## src/rtl/cvp14_mem_responder_pkg.sv

```systemverilog
// rtl/cvp14_mem_responder_pkg.sv - shared bus widths and burst FSM encodings for the CVP14 memory responder
package cvp14_mem_responder_pkg;

  localparam int BUS_W = 16;

  typedef enum logic [1:0] {
    IDLE   = 2'b00,
    RBURST = 2'b01,
    WBURST = 2'b10
  } burstState_t;

endpackage

```

## src/rtl/cvp14_mem_responder_mem_rd_pipe.sv

```systemverilog
// rtl/cvp14_mem_responder_mem_rd_pipe.sv - LAT-deep {valid,data} read pipe; data holds between reads
module mem_rd_pipe #(
  parameter int LAT = 1,
  parameter int W   = 16
) (
  input  logic         Clk1,
  input  logic         Reset,
  input  logic         inValid,
  input  logic [W-1:0] inData,
  output logic         outValid,
  output logic [W-1:0] outData
);

  logic [LAT-1:0] vPipe;
  logic [W-1:0]   dPipe [LAT];

  // Data stages load only behind a valid bit, so the last stage holds the previous word.
  always_ff @(posedge Clk1) begin
    if (Reset) begin
      vPipe          <= '0;
      dPipe[LAT-1]   <= '0;
    end else begin
      vPipe[0] <= inValid;
      if (inValid) dPipe[0] <= inData;
      for (int i = 1; i < LAT; i++) begin
        vPipe[i] <= vPipe[i-1];
        if (vPipe[i-1]) dPipe[i] <= dPipe[i-1];
      end
    end
  end

  assign outValid = vPipe[LAT-1];
  assign outData  = dPipe[LAT-1];

endmodule

```

## src/rtl/cvp14_mem_responder.sv

```systemverilog
// rtl/cvp14_mem_responder.sv - CVP14 system-memory responder: word array, read pipe, burst tracker, error flag
module cvp14_mem_responder
  import cvp14_mem_responder_pkg::*;
#(
  parameter int ADDR_W   = 8,
  parameter int READ_LAT = 1,
  parameter int CNT_W    = 5
) (
  input  logic             Clk1,
  input  logic             Reset,
  input  logic [15:0]      Addr,
  input  logic             RD,
  input  logic             WR,
  input  logic [15:0]      WrData,
  input  logic             LdEn,
  input  logic [15:0]      LdAddr,
  input  logic [15:0]      LdData,
  output logic [15:0]      RdData,
  output logic             RdValid,
  output logic [CNT_W-1:0] BurstLen,
  output logic             BurstDone,
  output logic             Err
);

  logic [BUS_W-1:0] mem [2**ADDR_W];
  logic [BUS_W-1:0] readWord;
  logic             rdIssue;
  logic             ldOk;
  logic             unusedLdHigh;

  burstState_t      state;
  logic [CNT_W-1:0] count;
  logic [15:0]      prevAddr;
  logic             contig;
  logic             keep;

  assign rdIssue      = RD & ~WR;
  assign ldOk         = LdEn & ~RD & ~WR;
  assign unusedLdHigh = ^LdAddr[15:ADDR_W];

  // The array is deliberately left out of reset so contents survive a mid-run reset.
  always_ff @(posedge Clk1) begin
    if (WR)        mem[Addr[ADDR_W-1:0]]   <= WrData;
    else if (ldOk) mem[LdAddr[ADDR_W-1:0]] <= LdData;
  end

  assign readWord = mem[Addr[ADDR_W-1:0]];

  mem_rd_pipe #(
    .LAT (READ_LAT),
    .W   (BUS_W)
  ) uRdPipe (
    .Clk1     (Clk1),
    .Reset    (Reset),
    .inValid  (rdIssue),
    .inData   (readWord),
    .outValid (RdValid),
    .outData  (RdData)
  );

  always_comb begin
    contig = (Addr == prevAddr) || (Addr == prevAddr + 16'd1);
    keep   = contig && (((state == RBURST) && rdIssue) || ((state == WBURST) && WR));
  end

  always_ff @(posedge Clk1) begin
    if (Reset) begin
      state     <= IDLE;
      count     <= '0;
      prevAddr  <= '0;
      BurstLen  <= '0;
      BurstDone <= 1'b0;
      Err       <= 1'b0;
    end else begin
      BurstDone <= 1'b0;
      prevAddr  <= Addr;
      if ((RD && WR) || (LdEn && (RD || WR))) Err <= 1'b1;
      if (keep) begin
        if (count != '1) count <= count + 1'b1;
      end else begin
        // Any break (stop, direction swap or address jump) closes the open burst.
        if (state != IDLE) begin
          BurstLen  <= count;
          BurstDone <= 1'b1;
        end
        count <= 1;
        if (rdIssue)  state <= RBURST;
        else if (WR)  state <= WBURST;
        else          state <= IDLE;
      end
    end
  end

endmodule
```

## config.mk

```make
export PLATFORM = sky130hd
export DESIGN_NAME = cvp14_mem_responder
export DESIGN_NICKNAME = d
export VERILOG_FILES = /design/src/rtl/cvp14_mem_responder_pkg.sv /design/src/rtl/cvp14_mem_responder_mem_rd_pipe.sv /design/src/rtl/cvp14_mem_responder.sv
export SDC_FILE = /design/constraint.sdc
export NUM_CORES = 2
export LEC_CHECK = 0
export CORE_MARGIN = 2
export CORE_UTILIZATION = 35
export CTS_CLUSTER_SIZE = 16
export DETAILED_ROUTE_END_ITERATION = 16
export HOLD_SLACK_MARGIN = 0.05
export PLACE_DENSITY = 0.47
export SYNTH_ARGS = -nofsm -noshare
export SYNTH_HDL_FRONTEND = slang
export SYNTH_MEMORY_MAX_BITS = 65536
export SYNTH_SLANG_ARGS = --single-unit
```

## constraint.sdc

```tcl
create_clock -name Clk1 -period 17.61 [get_ports Clk1]
set_input_delay 4.4025 -clock Clk1 [delete_from_list [all_inputs] [get_ports Clk1]]
set_output_delay 4.4025 -clock Clk1 [all_outputs]
set_load 0.01 [all_outputs]
```

==> summary.md <==
| Metric | Value |
|---|---|
| Final Slew Violations | 0 |
| Count of state elements after synthesis | 4143 |
| Largest family of logic cells by synthesized area | multiplexers |
| Top FF cell, synth | edfxtp_1 |
| Slowest cell on crit path | buf_4 |
| Worst-Margin Slew | 1410 ps |
| Die Width | about 680 µm |
| Sequence of cells on the critical path | buf_16 > buf_4 > buf_4 > buf_4 > mux4_2 > mux4_2 > mux2i_1 > a211o_1 > o31ai_1 |
| Final hold vios | 0 |
| Hold Path Class | register to register |
| Post-route antenna net violation count | 0 |
| Setup bufs post-CTS | 0 |
| DR vias | 79500 |
| Status | complete, no violations |
| VDD IR max | 0.0874 mV |
| Post-synth EDFFs | 4112 |
| Leakage | 57.1 nW |
| Die area | around 460000 µm² |
| Syn nets | 7655 |
| Port-buffer cells | 84 |
| Largest stage delay, worst path | 870 ps |
| CTS H-Tree Depth | 5 |
| Worst-Skew Late Latency | 1020 ps |
| Crit-path leading delay family | buffers and inverters |
| Crit path from | Addr[0] |
| Cell count after synthesis | 7583 |
| WL per Instance | around 32 µm |
| Largest net degree at the start of global routing | 113 |
| Overall power | 21.3 mW |
| Total grt overflow | 0 |
| Required time of the worst setup path | around 18000 ps |
| Num CTS Buffers | around 440 |
| Asr flop ratio synth | 0 |
| Final period util | 0.519 |
| Synthesized-area fraction occupied by adder cells | 0.000234 |
| Reg-to-reg endpoint | uRdPipe.dPipe[0][15] |
| Mapped cell area | 161000 µm² |
| R2R cell count | 7 |
| Pwr Density | 116 nW/µm² |
| # fillers | 40200 |
| Most used cell, CP | buf_4 |
| Initial drt markers | approximately 8000 |
| Initial antenna violation count | 36 |
| TritonRoute pass-1 iters | 5 |
| Drt drc | 0 |
| Post-synthesis simple-gate area fraction | 0.0228 |
| CP Launch Type | input pin |
| Final core utilization | 0.404 |
| RSZ-0062 raised after global routing | no |
| F_max | 109 MHz |
| Nets | 8162 |
| Worst Path Max Fanout | 76 |
| Syn-to-layout area delta | 14.8% |
| Clk_skew | 46.6 ps |
| Final setup fails | 0 |
| Synthesized area per cell | 21.2 µm² |
| Met3 routed WL | 30000 µm |
| Relative slew slack | 0.0386 |
| Core region area | about 460000 µm² |
| Most common cell after layout, fill and taps aside | edfxtp_1 |
| Final HPWL from detailed placement | around 270000 µm |
| Layout cells sized above 1 | 0.237 |
| CP arrival | 9850 ps |
| Worst setup path endpoint | uRdPipe.dPipe[0][6] |
| Critical path type | input pin to register |
| Placement Cell Area | 170000 µm² |
| Wl on met1 | between 150000 and 200000 µm |
| CTS Buffer Depth | 4 |
| Core Rows | between 200 and 250 |
| Most frequent cells in the layout | edfxtp_1 (4112), mux4_2 (847), mux2i_1 (523), clkbuf_16 (447), buf_4 (413) |
| Clock Sinks | roughly 4100 |
| Root Driver | clkbuf_16 |
| Worst setup EP type | register |
| CTS tree | built |
| Met2 wire len | 226000 µm |
| Vias in the first global route | 80800 |
| Post-synthesis mux area share | 0.152 |
| Total track usage | 0.197 |
| First-pass GRT wire length | 643000 µm |
| Compound-gate portion of the synthesized area | 0.0328 |
| TNS Setup | 0 ps |
| Crit path buf inv count | 4 |
| Max Cap Viol | 0 |
| RR Startpoint | mem[3][15] |
| Die Y | roughly 700 µm |
| Yosys cell types | 69 |
| Post-layout instance area | 184000 µm² |
| Reg clk slew, reported paths | 60 ps |
| # hold bufs at CTS | 0 |
| Via-to-Cell Ratio | roughly 5.4 |
| Seq/Total Area, Yosys | 0.773 |
| Highest routed layer | met4 |
| IO Pins | 93 |
| WL final | 465000 µm |
| R2r setup slk | 13860 ps |
| Ys Warns | 0 |
| Resize count post-CTS | 0 |
| Final min period | 9130 ps |
| Initial Utilization | 0.352 |
| XOR/XNOR share of the synthesized area | 0.00136 |
| Cell depth of the worst setup path | 9 |
| GPL Wtd Cong | a little over 0.8 |
[per-stage QoR]
stage,worst slack (ps),std cells,hold WS (ps)
2_1_floorplan,8080,7583,469
4_1_cts,8360,14600,488
6_report,8480,14600,482
3_5_place_dp,7320,13800,479
5_1_grt,8150,14600,510
3_3_place_gp,7350,13800,473
[cell usage after synthesis, types with 4 or more instances]
library cell,count,area [µm²]
a211o_1,7,61.3
a211oi_1,19,143
a21oi_1,129,646
a22oi_1,40,300
a31oi_1,13,81.3
a32o_1,6,60.1
a32oi_1,15,131
and2_0,7,43.8
and2_1,7,43.8
and3_1,10,62.6
and4_1,7,61.3
buf_1,36,135
buf_2,94,470
buf_4,50,375
buf_6,76,856
buf_8,20,300
clkbuf_1,168,631
dfxtp_1,31,621
edfxtp_1,4112,123000
inv_1,5,18.8
mux2_2,14,158
mux2i_1,523,5240
mux4_2,847,19100
nand2_1,206,773
nand2b_1,20,125
nand3_1,48,240
nand3b_1,8,60.1
nand4_1,38,238
nor2_1,360,1350
nor2b_1,18,113
nor3_1,52,260
nor4_1,15,93.8
o211ai_1,16,120
o21ai_0,106,531
o221ai_1,217,1900
o22ai_1,136,851
o311ai_0,4,35.0
o31ai_1,15,113
o32ai_1,13,114
or3_1,7,43.8
xnor2_1,15,131
xor2_1,10,87.6
[flip-flops by register name, indices dropped and copies added (netlist names)]
name              flops
uRdPipe.dPipe        16
prevAddr             16
BurstDone             1
BurstLen              5
count                 5
mem                4096
state                 2
Err                   1
uRdPipe.outValid      1
[power by group]
group	leakage (nW)	total [mW]	switching (mW)	internal [mW]
Sequential	36.7	11.0	0.0166	11.0
Clock	6.99	9.22	3.88	5.34
Combinational	13.5	1.11	0.772	0.334
Total	57.1	21.3	4.67	16.6
[cells by family (layout without fill, tap and decap cells)]
kind of cell,Yosys count,in the layout
compound gates,756,756
flops,4143,4143
other cells,0,5
xor+xnor,25,25
fa+ha+maj,3,3
buf+inv,454,1336
simple gates,818,818
mux,1384,1384
[layout make-up]
type	count	area [µm²]	share of cell area
repair buffers	507	4170	0.0226
well taps	6125	7660	0.0416
clock inverters	275	2740	0.0148
clock buffers	546	11600	0.0627
inverters	8	47.5	0.000258
flip-flops and latches	4143	124000	0.673
multi-input cells	2986	34000	0.184
diodes	5	12.5	0.0000679
[metal layers]
metal | vias to the layer above | GRT usage
li1 | 33000 | -
met1 | 43300 | 0.268
met2 | 2562 | 0.326
met3 | 586 | 0.0351
met4 | 0 | 0.0532
met5 | - | 0
[tightest hold or removal path, stage by stage, from the launching register on]
cell and delay [ps]:
dfxtp_1 310, nand2b_1 60, mux2i_1 60
[worst min-delay path by stage]
stage / start / end / slack (ps) / cells past startpoint
6_report: BurstLen[2] / BurstLen[2] / 480 / 2
5_1_grt: BurstLen[2] / BurstLen[2] / 510 / 2
4_1_cts: BurstLen[2] / BurstLen[2] / 490 / 2
3_5_place_dp: BurstLen[1] / BurstLen[1] / 480 / 2
3_3_place_gp: BurstLen[2] / BurstLen[2] / 470 / 2
2_1_floorplan: count[4] / BurstLen[4] / 470 / 2
No activity file was read; power rests on OpenSTA's default activity.
